### config.mk
export PLATFORM = sky130hd
export DESIGN_NAME = packet_buffer_reader
export DESIGN_NICKNAME = d
export VERILOG_FILES = /design/src/rtl/packet_buffer_reader.sv
export SDC_FILE = /design/constraint.sdc
export NUM_CORES = 1
export LEC_CHECK = 0
export BUFFER_PORTS_ARGS = -buffer_cell sky130_fd_sc_hd__buf_2
export CAP_MARGIN = 25
export CELL_PAD_IN_SITES_DETAIL_PLACEMENT = 1
export CELL_PAD_IN_SITES_GLOBAL_PLACEMENT = 1
export CORE_UTILIZATION = 42
export DETAILED_ROUTE_END_ITERATION = 10
export PLACE_DENSITY = 0.78
export SLEW_MARGIN = 20
export SYNTH_ARGS = -nofsm -noshare
export SYNTH_HDL_FRONTEND = slang
export SYNTH_SLANG_ARGS = --single-unit
export TNS_END_PERCENT = 50
### constraint.sdc
create_clock -name clk -period 2.8 [get_ports clk]
set_input_delay 0.14 -clock clk [delete_from_list [all_inputs] [get_ports clk]]
set_output_delay 0.14 -clock clk [all_outputs]
set_load 0.1 [all_outputs]
### src/rtl/packet_buffer_reader.sv
// ---------------------------------------------------------------------------
// packet_buffer_reader
// Streams a byte range out of the packet buffer BRAM. It issues reads with
// ring wrap-around and absorbs the fixed BRAM read latency in a small
// credit-controlled FIFO. The result is a valid/ready byte stream with a
// last-byte marker.
//
// Ports
//   clk            : system clock, rising edge
//   reset          : asynchronous active-low reset
//   start          : one-cycle command strobe (ignored while busy)
//   start_addr     : first byte address of the range
//   len            : byte count (0 gives a bare done pulse)
//   busy           : high while flushing, reading or draining
//   done           : one-cycle pulse after the stream completes
//   ram_read_req   : read strobe to the BRAM manager
//   ram_read_addr  : read address
//   ram_read_ready : read data valid, READ_LATENCY cycles after the request
//   ram_read_out   : read data
//   out_valid      : stream byte valid
//   out_data       : stream byte (FIFO head)
//   out_last       : final byte of the stream, qualified by out_valid
//   out_ready      : downstream accepts the byte
// ---------------------------------------------------------------------------
module packet_buffer_reader #(
    parameter int RAM_SIZE     = 2048,
    parameter int READ_LATENCY = 2,
    parameter int FIFO_DEPTH   = 4,
    parameter int LEN_WIDTH    = 11
) (
    input  logic                        clk,
    input  logic                        reset,
    input  logic                        start,
    input  logic [$clog2(RAM_SIZE)-1:0] start_addr,
    input  logic [LEN_WIDTH-1:0]        len,
    output logic                        busy,
    output logic                        done,
    output logic                        ram_read_req,
    output logic [$clog2(RAM_SIZE)-1:0] ram_read_addr,
    input  logic                        ram_read_ready,
    input  logic [7:0]                  ram_read_out,
    output logic                        out_valid,
    output logic [7:0]                  out_data,
    output logic                        out_last,
    input  logic                        out_ready
);

    localparam int AW = $clog2(RAM_SIZE);
    localparam int PW = (FIFO_DEPTH > 1) ? $clog2(FIFO_DEPTH) : 1;
    localparam int CW = $clog2(2 * FIFO_DEPTH + 1);
    localparam int FW = $clog2(READ_LATENCY + 1) + 1;

    localparam logic [AW-1:0]        ADDR_LAST  = AW'(RAM_SIZE - 1);
    localparam logic [PW-1:0]        PTR_LAST   = PW'(FIFO_DEPTH - 1);
    localparam logic [CW-1:0]        CREDITS    = CW'(FIFO_DEPTH);
    localparam logic [FW-1:0]        FLUSH_LAST = FW'(READ_LATENCY);
    localparam logic [LEN_WIDTH-1:0] LEN_ONE    = LEN_WIDTH'(1);

    typedef enum logic [1:0] {
        ST_FLUSH = 2'd0,
        ST_IDLE  = 2'd1,
        ST_READ  = 2'd2,
        ST_DRAIN = 2'd3
    } state_t;

    state_t               state_r;
    state_t               state_s;
    logic [FW-1:0]        flush_cnt_r;
    logic [AW-1:0]        addr_r;
    logic [LEN_WIDTH-1:0] issue_cnt_r;
    logic [LEN_WIDTH-1:0] out_cnt_r;
    logic [CW-1:0]        inflight_r;
    logic [CW-1:0]        fifo_count_r;
    logic [PW-1:0]        rd_ptr_r;
    logic [PW-1:0]        wr_ptr_r;
    logic [7:0]           fifo_mem_r [FIFO_DEPTH];
    logic                 busy_r;
    logic                 done_r;

    logic                 accept_s;
    logic                 req_s;
    logic                 push_s;
    logic                 pop_s;
    logic                 out_valid_s;

    // State register; the flush counter times out stale BRAM responses after reset.
    always_ff @(posedge clk or negedge reset) begin
        if (!reset) begin
            state_r     <= ST_FLUSH;
            flush_cnt_r <= {FW{1'b0}};
        end else begin
            state_r <= state_s;
            if (state_r == ST_FLUSH) begin
                flush_cnt_r <= flush_cnt_r + FW'(1);
            end
        end
    end

    // Next-state logic.
    always_comb begin
        state_s = state_r;
        case (state_r)
            ST_FLUSH: begin
                if (flush_cnt_r == FLUSH_LAST) begin
                    state_s = ST_IDLE;
                end else begin
                    state_s = ST_FLUSH;
                end
            end
            ST_IDLE: begin
                if (start && (len != {LEN_WIDTH{1'b0}})) begin
                    state_s = ST_READ;
                end else begin
                    state_s = ST_IDLE;
                end
            end
            ST_READ: begin
                if (req_s && (issue_cnt_r == LEN_ONE)) begin
                    state_s = ST_DRAIN;
                end else begin
                    state_s = ST_READ;
                end
            end
            ST_DRAIN: begin
                if (pop_s && (out_cnt_r == LEN_ONE)) begin
                    state_s = ST_IDLE;
                end else begin
                    state_s = ST_DRAIN;
                end
            end
            default: state_s = ST_FLUSH;
        endcase
    end

    // Output/control decode. Credits use registered counts only, so a pop in
    // the same cycle never frees a slot early.
    always_comb begin
        accept_s = 1'b0;
        req_s    = 1'b0;
        case (state_r)
            ST_READ: begin
                accept_s = 1'b1;
                if (((inflight_r + fifo_count_r) < CREDITS) && (issue_cnt_r != {LEN_WIDTH{1'b0}})) begin
                    req_s = 1'b1;
                end else begin
                    req_s = 1'b0;
                end
            end
            ST_DRAIN: accept_s = 1'b1;
            default: begin
                accept_s = 1'b0;
                req_s    = 1'b0;
            end
        endcase
        out_valid_s = accept_s && (fifo_count_r != {CW{1'b0}});
        pop_s       = out_valid_s && out_ready;
        // Responses outside READ/DRAIN are stale and dropped.
        push_s      = accept_s && ram_read_ready;
    end

    // Address, issue/output counters and in-flight tracking.
    always_ff @(posedge clk or negedge reset) begin
        if (!reset) begin
            addr_r      <= {AW{1'b0}};
            issue_cnt_r <= {LEN_WIDTH{1'b0}};
            out_cnt_r   <= {LEN_WIDTH{1'b0}};
            inflight_r  <= {CW{1'b0}};
        end else begin
            if ((state_r == ST_IDLE) && start) begin
                addr_r      <= start_addr;
                issue_cnt_r <= len;
                out_cnt_r   <= len;
            end else begin
                if (req_s) begin
                    addr_r      <= (addr_r == ADDR_LAST) ? {AW{1'b0}} : (addr_r + AW'(1));
                    issue_cnt_r <= issue_cnt_r - LEN_ONE;
                end
                if (pop_s) begin
                    out_cnt_r <= out_cnt_r - LEN_ONE;
                end
            end
            case ({req_s, push_s})
                2'b10:   inflight_r <= inflight_r + CW'(1);
                2'b01:   inflight_r <= inflight_r - CW'(1);
                default: inflight_r <= inflight_r;
            endcase
        end
    end

    // Latency-absorbing FIFO; a simultaneous push and pop leaves the count unchanged.
    always_ff @(posedge clk or negedge reset) begin
        if (!reset) begin
            rd_ptr_r     <= {PW{1'b0}};
            wr_ptr_r     <= {PW{1'b0}};
            fifo_count_r <= {CW{1'b0}};
            for (int i = 0; i < FIFO_DEPTH; i++) begin
                fifo_mem_r[i] <= 8'h00;
            end
        end else begin
            if (push_s) begin
                fifo_mem_r[wr_ptr_r] <= ram_read_out;
                wr_ptr_r <= (wr_ptr_r == PTR_LAST) ? {PW{1'b0}} : (wr_ptr_r + PW'(1));
            end
            if (pop_s) begin
                rd_ptr_r <= (rd_ptr_r == PTR_LAST) ? {PW{1'b0}} : (rd_ptr_r + PW'(1));
            end
            case ({push_s, pop_s})
                2'b10:   fifo_count_r <= fifo_count_r + CW'(1);
                2'b01:   fifo_count_r <= fifo_count_r - CW'(1);
                default: fifo_count_r <= fifo_count_r;
            endcase
        end
    end

    // Registered status: busy follows the next state, done fires after completion.
    always_ff @(posedge clk or negedge reset) begin
        if (!reset) begin
            busy_r <= 1'b0;
            done_r <= 1'b0;
        end else begin
            busy_r <= (state_s != ST_IDLE);
            done_r <= ((state_r == ST_IDLE) && start && (len == {LEN_WIDTH{1'b0}})) ||
                      ((state_r == ST_DRAIN) && pop_s && (out_cnt_r == LEN_ONE));
        end
    end

    assign busy          = busy_r;
    assign done          = done_r;
    assign ram_read_req  = req_s;
    assign ram_read_addr = addr_r;
    assign out_valid     = out_valid_s;
    assign out_data      = out_valid_s ? fifo_mem_r[rd_ptr_r] : 8'h00;
    assign out_last      = out_valid_s && (out_cnt_r == LEN_ONE);

endmodule

==> flow_metrics.env, run 1 <==
export IMPL_synth_nets=469
export IMPL_critPathLaunchType="flip-flop"
export IMPL_yosys_area_share_simple=0.158
export IMPL_vias=3650
export IMPL_synth_mux_area_frac=0.133
export IMPL_start_util=0.437
export IMPL_async_flop_share=1.00
export IMPL_dp_hpwl_um=8480
export IMPL_clk_latency_ns=0.38
export IMPL_cp_max_fo=4
export IMPL_tightest_slew_ns=0.819
export IMPL_status="finished clean"
export IMPL_die_area_mm2=0.0113
export IMPL_synth_compound_area_share=0.131
export IMPL_required_ns=3.08
export IMPL_area_delta_synth_final_pct=18.8
export IMPL_ctsLongestPathBuffers=2
export IMPL_period_share=0.943
export IMPL_grt_max_degree=63
export IMPL_cts_buffers=9
export IMPL_layout_commonest_cell="dfrtp_1"
export IMPL_hold_viol_final=0
export IMPL_synth_warnings=0
export IMPL_drt_total_wl_um=12000
export IMPL_layout_drive_gt1_share=0.310
export IMPL_max_stage_delay_ns=0.42
export IMPL_path_clk_slew_ns=0.10
export IMPL_finalHoldWorstSlack_ns=0.0153
export IMPL_setup_tns_ns=0
export IMPL_finalSetupViolCount=0
export IMPL_yosys_area_share_adder=0.0594
export IMPL_cp_arrival_ns=2.92
export IMPL_min_period_ns=2.64
export IMPL_critPathSlowestCell="dfrtp_1"
export IMPL_port_buffer_count=58
export IMPL_first_pass_iters=4
export IMPL_root_buffer="clkbuf_8"
export IMPL_wl_per_cell_um=18.9
export IMPL_dieHeight_um=106
export IMPL_hold_class="primary input to flip-flop"
export IMPL_ys_types=57
export IMPL_synth_edf_count=0
export IMPL_crit_chain="inv_2, ha_2, or3b_1, o311a_1, nand4_4, ha_4, xor2_2, ha_2, a21oi_2, xor2_1, nor2_1, xor2_1"
export IMPL_finalClockSkew_ns=0.0139
export IMPL_cp_top_family="simple AND/OR/NAND/NOR gates"
export IMPL_via_per_inst=5.77
export IMPL_cts_tree="yes"
export IMPL_grt_usage=0.228
export IMPL_critPathKind="flip-flop to flip-flop"
export IMPL_synth_top_family_by_area="simple AND/OR/NAND/NOR gates"
export IMPL_fmax_ghz=0.379
export IMPL_ys_ff_latch=84
export IMPL_routabilityCongestion=0.800
export IMPL_yosysSeqAreaShare=0.462
export IMPL_synthCells=413
export IMPL_final_antenna_net_count=0
export IMPL_io_pins=59
export IMPL_clock_sinks=84
export IMPL_first_iter_violations=169
export IMPL_synth_xor_area_frac=0.0250
export IMPL_grt_pass1_wl_um=19800
export IMPL_ys_flop_type="dfrtp_1"
export IMPL_maxCapViolations=0
export IMPL_antenna_found_initial=0
export IMPL_path_buf_inv=1
export IMPL_crit_path_end_kind="flip-flop"
export IMPL_grt_overflow_total=0
export IMPL_htreeDepth=3
export IMPL_postSynthAreaPerCell_um2=11.0
export IMPL_slew_violations=0
export IMPL_relSlewSlack=0.454
export IMPL_nets=548
export IMPL_dieWidth_um=106
export IMPL_rows=37
export IMPL_layout_common_cells="83 x dfrtp_1, 56 x buf_2, 34 x mux2_2"
export IMPL_drc=0
export IMPL_antenna_cells=0
export IMPL_grt_pass1_vias=3908
export IMPL_synth_area_mm2=0.00455
export IMPL_core_area_mm2=0.0104
[flip-flops by register name, indices dropped and copies added (netlist names)]
register and count:
state_r 2, out_cnt_r 11, fifo_mem_r 32, flush_cnt_r 3, issue_cnt_r 11, fifo_count_r 4, rd_ptr_r 2, wr_ptr_r 2
inflight_r 4, busy 1, done 1, ram_read_addr 11
[worst paths after layout]
path,cells past startpoint,slack (ns),startpoint,end
max,12,0.16,issue_cnt_r[1]$_DFFE_PN0P_,inflight_r[2]$_DFFE_PN0P_
min,2,0.02,start_addr[6],ram_read_addr[6]$_DFFE_PN0P_
max reg2reg,12,0.16,issue_cnt_r[1]$_DFFE_PN0P_,inflight_r[2]$_DFFE_PN0P_
min reg2reg,1,0.50,flush_cnt_r[2]$_DFFE_PN0N_,flush_cnt_r[2]$_DFFE_PN0N_
max in group asynchronous,3,1.66,reset,inflight_r[2]$_DFFE_PN0P_
min in group asynchronous,2,0.38,reset,ram_read_addr[2]$_DFFE_PN0P_
[cell families (layout without fill, tap and decap cells)]
| kind of cell | after synthesis | after routing |
|---|---|---|
| multiplexers | 46 | 46 |
| XOR/XNOR | 13 | 13 |
| buffers and inverters | 32 | 116 |
| flip-flops | 84 | 84 |
| AO/OA/AOI/OAI | 80 | 80 |
| adder cells (fa/ha/maj) | 21 | 21 |
| AND/OR/NAND/NOR | 137 | 137 |
[through the flow]
stage          setup WS (ns)  utilization  instances  area [um2]
4_1_cts              -0.0270        0.513        630        5340
5_1_grt              -0.0197        0.519        633        5410
2_1_floorplan         -0.229            -        413        4560
6_report               0.160        0.519        633        5410
3_5_place_dp         0.00652        0.488        609        5080
3_3_place_gp           0.153        0.488        609        5080
[routing by layer]
| metal | share of wire | track usage | vias to the layer above |
|---|---|---|---|
| met5 | 0 | 0 | - |
| met1 | 0.43 | 0.283 | 1888 |
| met3 | 0.029 | 0.0349 | 12 |
| met4 | 0.012 | 0.0754 | 0 |
| met2 | 0.53 | 0.406 | 56 |
| li1 | - | - | 1694 |
[synthesized netlist by cell type (5+ instances only)]
cell | count | area share
and2_1 | 13 | 0.018
clkbuf_1 | 7 | 0.0058
nor2_1 | 26 | 0.021
nand3_1 | 14 | 0.015
ha_1 | 20 | 0.055
o21ai_0 | 21 | 0.023
mux2_2 | 34 | 0.084
xnor2_1 | 6 | 0.012
xor2_1 | 7 | 0.013
or4_1 | 6 | 0.0099
dfrtp_1 | 84 | 0.46
nand2_1 | 30 | 0.025
or3_1 | 11 | 0.015
a21o_1 | 5 | 0.0083
nor3_1 | 9 | 0.0099
mux4_2 | 8 | 0.040
inv_1 | 15 | 0.012
a221o_1 | 13 | 0.029
nor4_1 | 6 | 0.0083
a211o_1 | 6 | 0.012
[final cells by class]
cell class	instances	area (um2)
clock buffers	9	124
clock inverters	7	76.3
fillers	1169	5010
inverters	18	67.6
multi-input cells	297	2350
flip-flops and latches	84	2100
well taps	136	170
repair buffers	82	513
[what timing repair did]
item	in CTS	in global routing
pin swaps	0	3
hold buffers	5	0
buffers inserted	0	3
cloned	0	0
gates resized for setup	3	10
endpoints found under the setup margin	2	3
hold endpoints to repair	64	0
[worst reg2reg max path, delay by kind of cell (launching register included)]
kind | cells | cell delay (ns)
AO/OA/AOI/OAI | 2 | 0.39
adder cells (fa/ha/maj) | 3 | 0.54
XOR/XNOR | 3 | 0.47
buffers and inverters | 1 | 0.08
flip-flops | 1 | 0.42
AND/OR/NAND/NOR | 3 | 0.66
Power of run 1 is not shown: default switching activity piles up to over one toggle a cycle in this logic, so the estimate is an artifact.
==> inputs of run 2 (changes only) <==
--- a/config.mk
+++ b/config.mk
@@ -9,9 +9,9 @@
 export CAP_MARGIN = 25
 export CELL_PAD_IN_SITES_DETAIL_PLACEMENT = 1
 export CELL_PAD_IN_SITES_GLOBAL_PLACEMENT = 1
-export CORE_UTILIZATION = 42
+export CORE_UTILIZATION = 50
 export DETAILED_ROUTE_END_ITERATION = 10
-export PLACE_DENSITY = 0.78
+export PLACE_DENSITY = 0.87
 export SLEW_MARGIN = 20
 export SYNTH_ARGS = -nofsm -noshare
 export SYNTH_HDL_FRONTEND = slang
==> constraint.sdc (replaced) <==
create_clock -name clk -period 3.1 [get_ports clk]
set_input_delay 0.155 -clock clk [delete_from_list [all_inputs] [get_ports clk]]
set_output_delay 0.155 -clock clk [all_outputs]
set_load 0.1 [all_outputs]
==> run 2 against run 1 <==
  * Worst hold slack gained 0.0046 ns
  * Highest routed layer unchanged
  * Critical path type is now flip-flop to primary output
  * Non-clock buffer count shrank 11
  * Largest cell class unchanged
  * Routed wire length fell by 0.18%
  * Flip-flop and latch count unchanged
  * Worst setup slack worse by 0.0034 ns
  * Register-to-register slack better by 0.04 ns
==> flow_metrics.env, run 2 (synthesized netlist as in run 1, its figures left out) <==
export IMPL_status="finished clean"
export IMPL_dieWidth_um=97.4
export IMPL_relSlewSlack=0.581
export IMPL_core_area_mm2=0.00876
export IMPL_fmax_ghz=0.340
export IMPL_post_place_ws_ns=0.140
export IMPL_path_buf_inv=4
export IMPL_drc=0
export IMPL_seq_area_mm2=0.00210
export IMPL_dp_hpwl_um=8580
export IMPL_place_area_mm2=0.00502
export IMPL_htreeDepth=3
export IMPL_finalClockSkew_ns=0.0136
export IMPL_clock_sinks=84
export IMPL_stdcell_area_mm2=0.00525
export IMPL_rsz0062_at_grt="no"
export IMPL_min_period_ns=2.94
export IMPL_grt_overflow_total=0
export IMPL_via_per_inst=6.02
export IMPL_finalSetupViolCount=0
export IMPL_antenna_cells=0
export IMPL_wl_met2_um=6250
export IMPL_first_pass_iters=4
export IMPL_largest_reg_flops=32
export IMPL_tightest_slew_ns=0.629
export IMPL_cts_buffers=9
export IMPL_first_iter_violations=166
export IMPL_crit_path_end_kind="primary output"
export IMPL_setup_tns_ns=0
export IMPL_hold_viol_final=0
export IMPL_cp_max_fo=33
export IMPL_io_pins=59
export IMPL_ctsLongestPathBuffers=2
export IMPL_dieHeight_um=97.4
export IMPL_cp_top_family="buffers and inverters"
export IMPL_antenna_found_initial=0
export IMPL_layout_drive_gt1_share=0.288
export IMPL_path_clk_slew_ns=0.10
export IMPL_highest_layer="met4"
export IMPL_rows=34
export IMPL_area_delta_synth_final_pct=15.3
export IMPL_cp_arrival_ns=2.79
export IMPL_drt_total_wl_um=11900
export IMPL_grt_pass1_wl_um=20000
export IMPL_nets=537
export IMPL_start_util=0.519
export IMPL_wl_met1_um=5020
export IMPL_required_ns=2.94
export IMPL_die_area_mm2=0.00948
export IMPL_grt_usage=0.270
export IMPL_grt_pass1_vias=3815
export IMPL_grt_max_degree=34
export IMPL_root_buffer="clkbuf_8"
export IMPL_port_buffer_count=58
export IMPL_top_register="fifo_mem_r"
export IMPL_wl_per_cell_um=20.1
export IMPL_num_fill_cells=960
export IMPL_hold_class="primary input to flip-flop"
export IMPL_final_antenna_net_count=0
export IMPL_fin_ws_ns=0.156
export IMPL_period_share=0.950
export IMPL_routabilityCongestion=0.851
export IMPL_layout_common_cells="84 x dfrtp_1, 56 x buf_2, 34 x mux2_2"
export IMPL_cts_setup_buffers=0
export IMPL_critPathLaunchType="flip-flop"
export IMPL_critPathSlowestCell="dfrtp_1"
export IMPL_critPathKind="flip-flop to primary output"
export IMPL_maxCapViolations=0
export IMPL_wl_met3_um=393
export IMPL_multi_input_area_mm2=0.00231
export IMPL_clk_latency_ns=0.37
export IMPL_crit_chain="inv_1, ha_1, or3b_4, o311a_1, nand4_2, buf_4, inv_2, buf_12"
export IMPL_vias=3578
export IMPL_cts_tree="yes"
export IMPL_layout_commonest_cell="dfrtp_1"
export IMPL_max_stage_delay_ns=0.44
export IMPL_slew_violations=0
-- run 2: cell count changes in the layout (fill, tap and decap cells not counted), moves of 2 or more --
cell / before / now
buf_4: 19 / 11
clkinvlp_4: 0 / 2
dlygate4sd3_1: 5 / 2
ha_1: 17 / 19
inv_6: 2 / 4
inv_8: 3 / 0
-- run 2: stage by stage --
stage          hold WS [ns]   util  instances
6_report             0.0199  0.599        594
5_1_grt              0.0160  0.599        594
2_1_floorplan        -0.141      -        413
4_1_cts             0.00884  0.598        594
3_3_place_gp         0.0533  0.572        576
3_5_place_dp         0.0579  0.572        576
-- run 2: cell type report --
type	count	share of cell area
multi-input combinational	297	0.441
sequential	84	0.401
timing repair buffer	71	0.0806
tap	108	0.0258
clock buffer	9	0.0236
clock inverter	7	0.0153
inverter	18	0.0129
-- run 2: final timing paths --
kind,slack (ns),depth (start not counted),to,from
worst max-delay path,0.16,8,ram_read_req,issue_cnt_r[0]$_DFFE_PN0P_
worst min-delay path,0.02,2,ram_read_addr[10]$_DFFE_PN0P_,start_addr[10]
worst max register to register,0.20,12,inflight_r[2]$_DFFE_PN0P_,issue_cnt_r[0]$_DFFE_PN0P_
worst min register to register,0.48,1,flush_cnt_r[2]$_DFFE_PN0N_,flush_cnt_r[2]$_DFFE_PN0N_
max in group asynchronous,2.17,3,fifo_mem_r[25]$_DFFE_PN0P_,reset
min in group asynchronous,0.20,2,done$_DFF_PN0_,reset
-- run 2: routing by layer --
| metal | track usage | vias up |
|---|---|---|
| li1 | - | 1676 |
| met1 | 0.351 | 1812 |
| met2 | 0.460 | 71 |
| met3 | 0.0367 | 19 |
| met4 | 0.102 | 0 |
| met5 | 0 | - |
-- run 2: worst register-to-register path, delay by kind of cell (launching register included) --
kind | cells | cell delay, ns
XOR/XNOR | 3 | 0.44
adder cells (fa/ha/maj) | 3 | 0.62
flip-flops | 1 | 0.44
AO/OA/AOI/OAI | 2 | 0.58
AND/OR/NAND/NOR | 3 | 0.60
buffers and inverters | 1 | 0.10
-- run 2: what timing repair did --
item / in CTS / in global routing
hold buffers: 2 / 0
setup endpoints to repair: 0 / 2
gates resized for setup: 0 / 2
endpoints found under the hold margin: 21 / 0
Power of run 2 is left out for the same reason.
==> inputs of run 3 (changes only) <==
==> constraint.sdc (replaced) <==
create_clock -name clk -period 3.1 [get_ports clk]
set_input_delay 0.155 -clock clk [delete_from_list [all_inputs] [get_ports clk]]
set_output_delay 0.155 -clock clk [all_outputs]
set_load 0.01 [all_outputs]
==> run 3 against run 2 <==
  * Routed wire length is 1.0% higher
  * Register-to-register slack barely moved
  * Maximum frequency is 0.88% higher
  * Via count grew 1.5%
  * Cell area shrank 0.41%
  * Critical path depth did not move
  * Core utilization fell by 0.24 points
  * Count of clock-buffer cells in the layout up 3
  * Die area unchanged
  * Critical path type unchanged
  * Largest cell class unchanged
==> flow_metrics.env, run 3 (synthesized netlist as in run 1, its figures left out) <==
export IMPL_finalSetupViolCount=0
export IMPL_io_pins=59
export IMPL_cp_arrival_ns=2.76
export IMPL_largest_reg_flops=32
export IMPL_critPathLaunchType="flip-flop"
export IMPL_dp_hpwl_um=8580
export IMPL_drt_total_wl_um=12100
export IMPL_core_area_mm2=0.00876
export IMPL_layout_common_cells="84 x dfrtp_1, 57 x buf_2, 34 x mux2_2"
export IMPL_setup_tns_ns=0
export IMPL_relSlewSlack=0.539
export IMPL_p_leak_nw=2.38
export IMPL_clk_latency_ns=0.36
export IMPL_top_register="fifo_mem_r"
export IMPL_place_area_mm2=0.00499
export IMPL_grt_max_degree=48
export IMPL_clock_sinks=84
export IMPL_fin_cells=591
export IMPL_htreeDepth=3
export IMPL_cts_buffers=9
export IMPL_grt_pass1_vias=3953
export IMPL_max_vdd_ir_drop_mv=0.534
export IMPL_fmax_ghz=0.343
export IMPL_die_area_mm2=0.00948
export IMPL_dieWidth_um=97.4
export IMPL_final_antenna_net_count=0
export IMPL_area_delta_synth_final_pct=14.8
export IMPL_layout_commonest_cell="dfrtp_1"
export IMPL_grt_pass1_wl_um=19900
export IMPL_grt_overflow_total=0
export IMPL_status="finished clean"
export IMPL_wl_per_cell_um=20.4
export IMPL_via_per_inst=6.15
export IMPL_critPathKind="flip-flop to primary output"
export IMPL_cts_resized=0
export IMPL_cts_tree="yes"
export IMPL_antenna_cells=0
export IMPL_finalPower_w=0.00601
export IMPL_antenna_found_initial=0
export IMPL_hold_viol_final=0
export IMPL_routabilityCongestion=0.854
export IMPL_dieHeight_um=97.4
export IMPL_layout_drive_gt1_share=0.275
export IMPL_port_buffer_count=58
export IMPL_intPower_w=0.00353
export IMPL_clkPwrFrac=0.146
export IMPL_ctsLongestPathBuffers=2
export IMPL_first_pass_iters=4
export IMPL_vias=3632
export IMPL_slew_violations=0
export IMPL_dp_cells=573
export IMPL_period_share=0.941
export IMPL_p_seq_frac=0.365
export IMPL_hold_class="primary input to flip-flop"
export IMPL_maxCapViolations=0
export IMPL_crit_path_end_kind="primary output"
export IMPL_rows=34
export IMPL_root_buffer="clkbuf_8"
export IMPL_powerDensity_mw_per_mm2=1150
export IMPL_finalHoldWorstSlack_ns=0.0202
export IMPL_required_ns=2.94
export IMPL_pwr_share_comb=0.489
export IMPL_first_iter_violations=147
export IMPL_rsz0062_at_grt="no"
export IMPL_min_period_ns=2.92
export IMPL_p_sw_w=0.00248
export IMPL_cp_max_fo=33
export IMPL_grt_usage=0.267
export IMPL_stdcell_area_mm2=0.00522
export IMPL_drc=0
export IMPL_tightest_slew_ns=0.689
export IMPL_nets=534
export IMPL_path_clk_slew_ns=0.09
export IMPL_start_util=0.519
export IMPL_swShare=0.413
export IMPL_finalClockSkew_ns=0.0154
## run 3: cell count changes in the layout (fill, tap and decap cells not counted), sizes merged
cell      before  now
buf           69   66
bufinv         1    2
clkinv         0    1
clkbuf         9   12
inv           22   18
clkinvlp       2    1
## run 3: cell type report
cell class / instances / area (um2)
Fill cell: 970 / 3540
Multi-Input combinational cell: 297 / 2310
Sequential cell: 84 / 2100
Timing Repair Buffer: 68 / 393
Clock buffer: 12 / 145
Tap cell: 108 / 135
Clock inverter: 4 / 72.6
Inverter: 18 / 67.6
## run 3: critical path, stage by stage (launching register included)
cell and delay (ns):
dfrtp_1 0.45, inv_1 0.10, ha_1 0.19, or3b_1 0.42
o311a_1 0.40, nand4_2 0.11, buf_4 0.34, inv_2 0.20
buf_2 0.18
## run 3: path summary, 6_finish.rpt
path | startpoint | endpoint | slack (ns) | cells after the start
min in group asynchronous | reset | flush_cnt_r[2]$_DFFE_PN0N_ | 0.30 | 2
setup reg to reg | issue_cnt_r[0]$_DFFE_PN0P_ | inflight_r[2]$_DFFE_PN0P_ | 0.21 | 12
max in group asynchronous | reset | fifo_mem_r[15]$_DFFE_PN0P_ | 2.16 | 3
setup / recovery | issue_cnt_r[0]$_DFFE_PN0P_ | ram_read_req | 0.18 | 8
hold / removal | start_addr[10] | ram_read_addr[10]$_DFFE_PN0P_ | 0.02 | 2
hold reg to reg | flush_cnt_r[2]$_DFFE_PN0N_ | flush_cnt_r[2]$_DFFE_PN0N_ | 0.49 | 1
## run 3: layer usage
metal,global-route usage,vias to the layer above,wire (um)
met5,0,-,0
met2,0.472,90,6190
met1,0.332,1851,5160
li1,-,1671,-
met4,0.102,0,255
met3,0.0345,20,452
## run 3: timing repair
action,in CTS,in global routing
buffers inserted,0,0
hold buffers,2,0
hold endpoints to repair,38,0
## run 3: power by group through the flow
| stage | registers, W | clock network, W | logic, W |
|---|---|---|---|
| 2_1_floorplan | 0.00200 | 0 | 0.00221 |
| 3_3_place_gp | 0.00213 | 0 | 0.00274 |
| 3_5_place_dp | 0.00220 | 0 | 0.00291 |
| 4_1_cts | 0.00219 | 0.000887 | 0.00296 |
| 5_1_grt | 0.00227 | 0.000924 | 0.00325 |
| 6_report | 0.00220 | 0.000875 | 0.00294 |
## run 3: stage by stage
stage                     utilization  worst slack (ns)
after global placement          0.566             0.392
after global routing            0.596            0.0184
final                           0.596             0.182
after detailed placement        0.569             0.233
after CTS                       0.596             0.179
after floorplan                     -             0.173
Note: power is estimated with default switching activity, not from simulation.
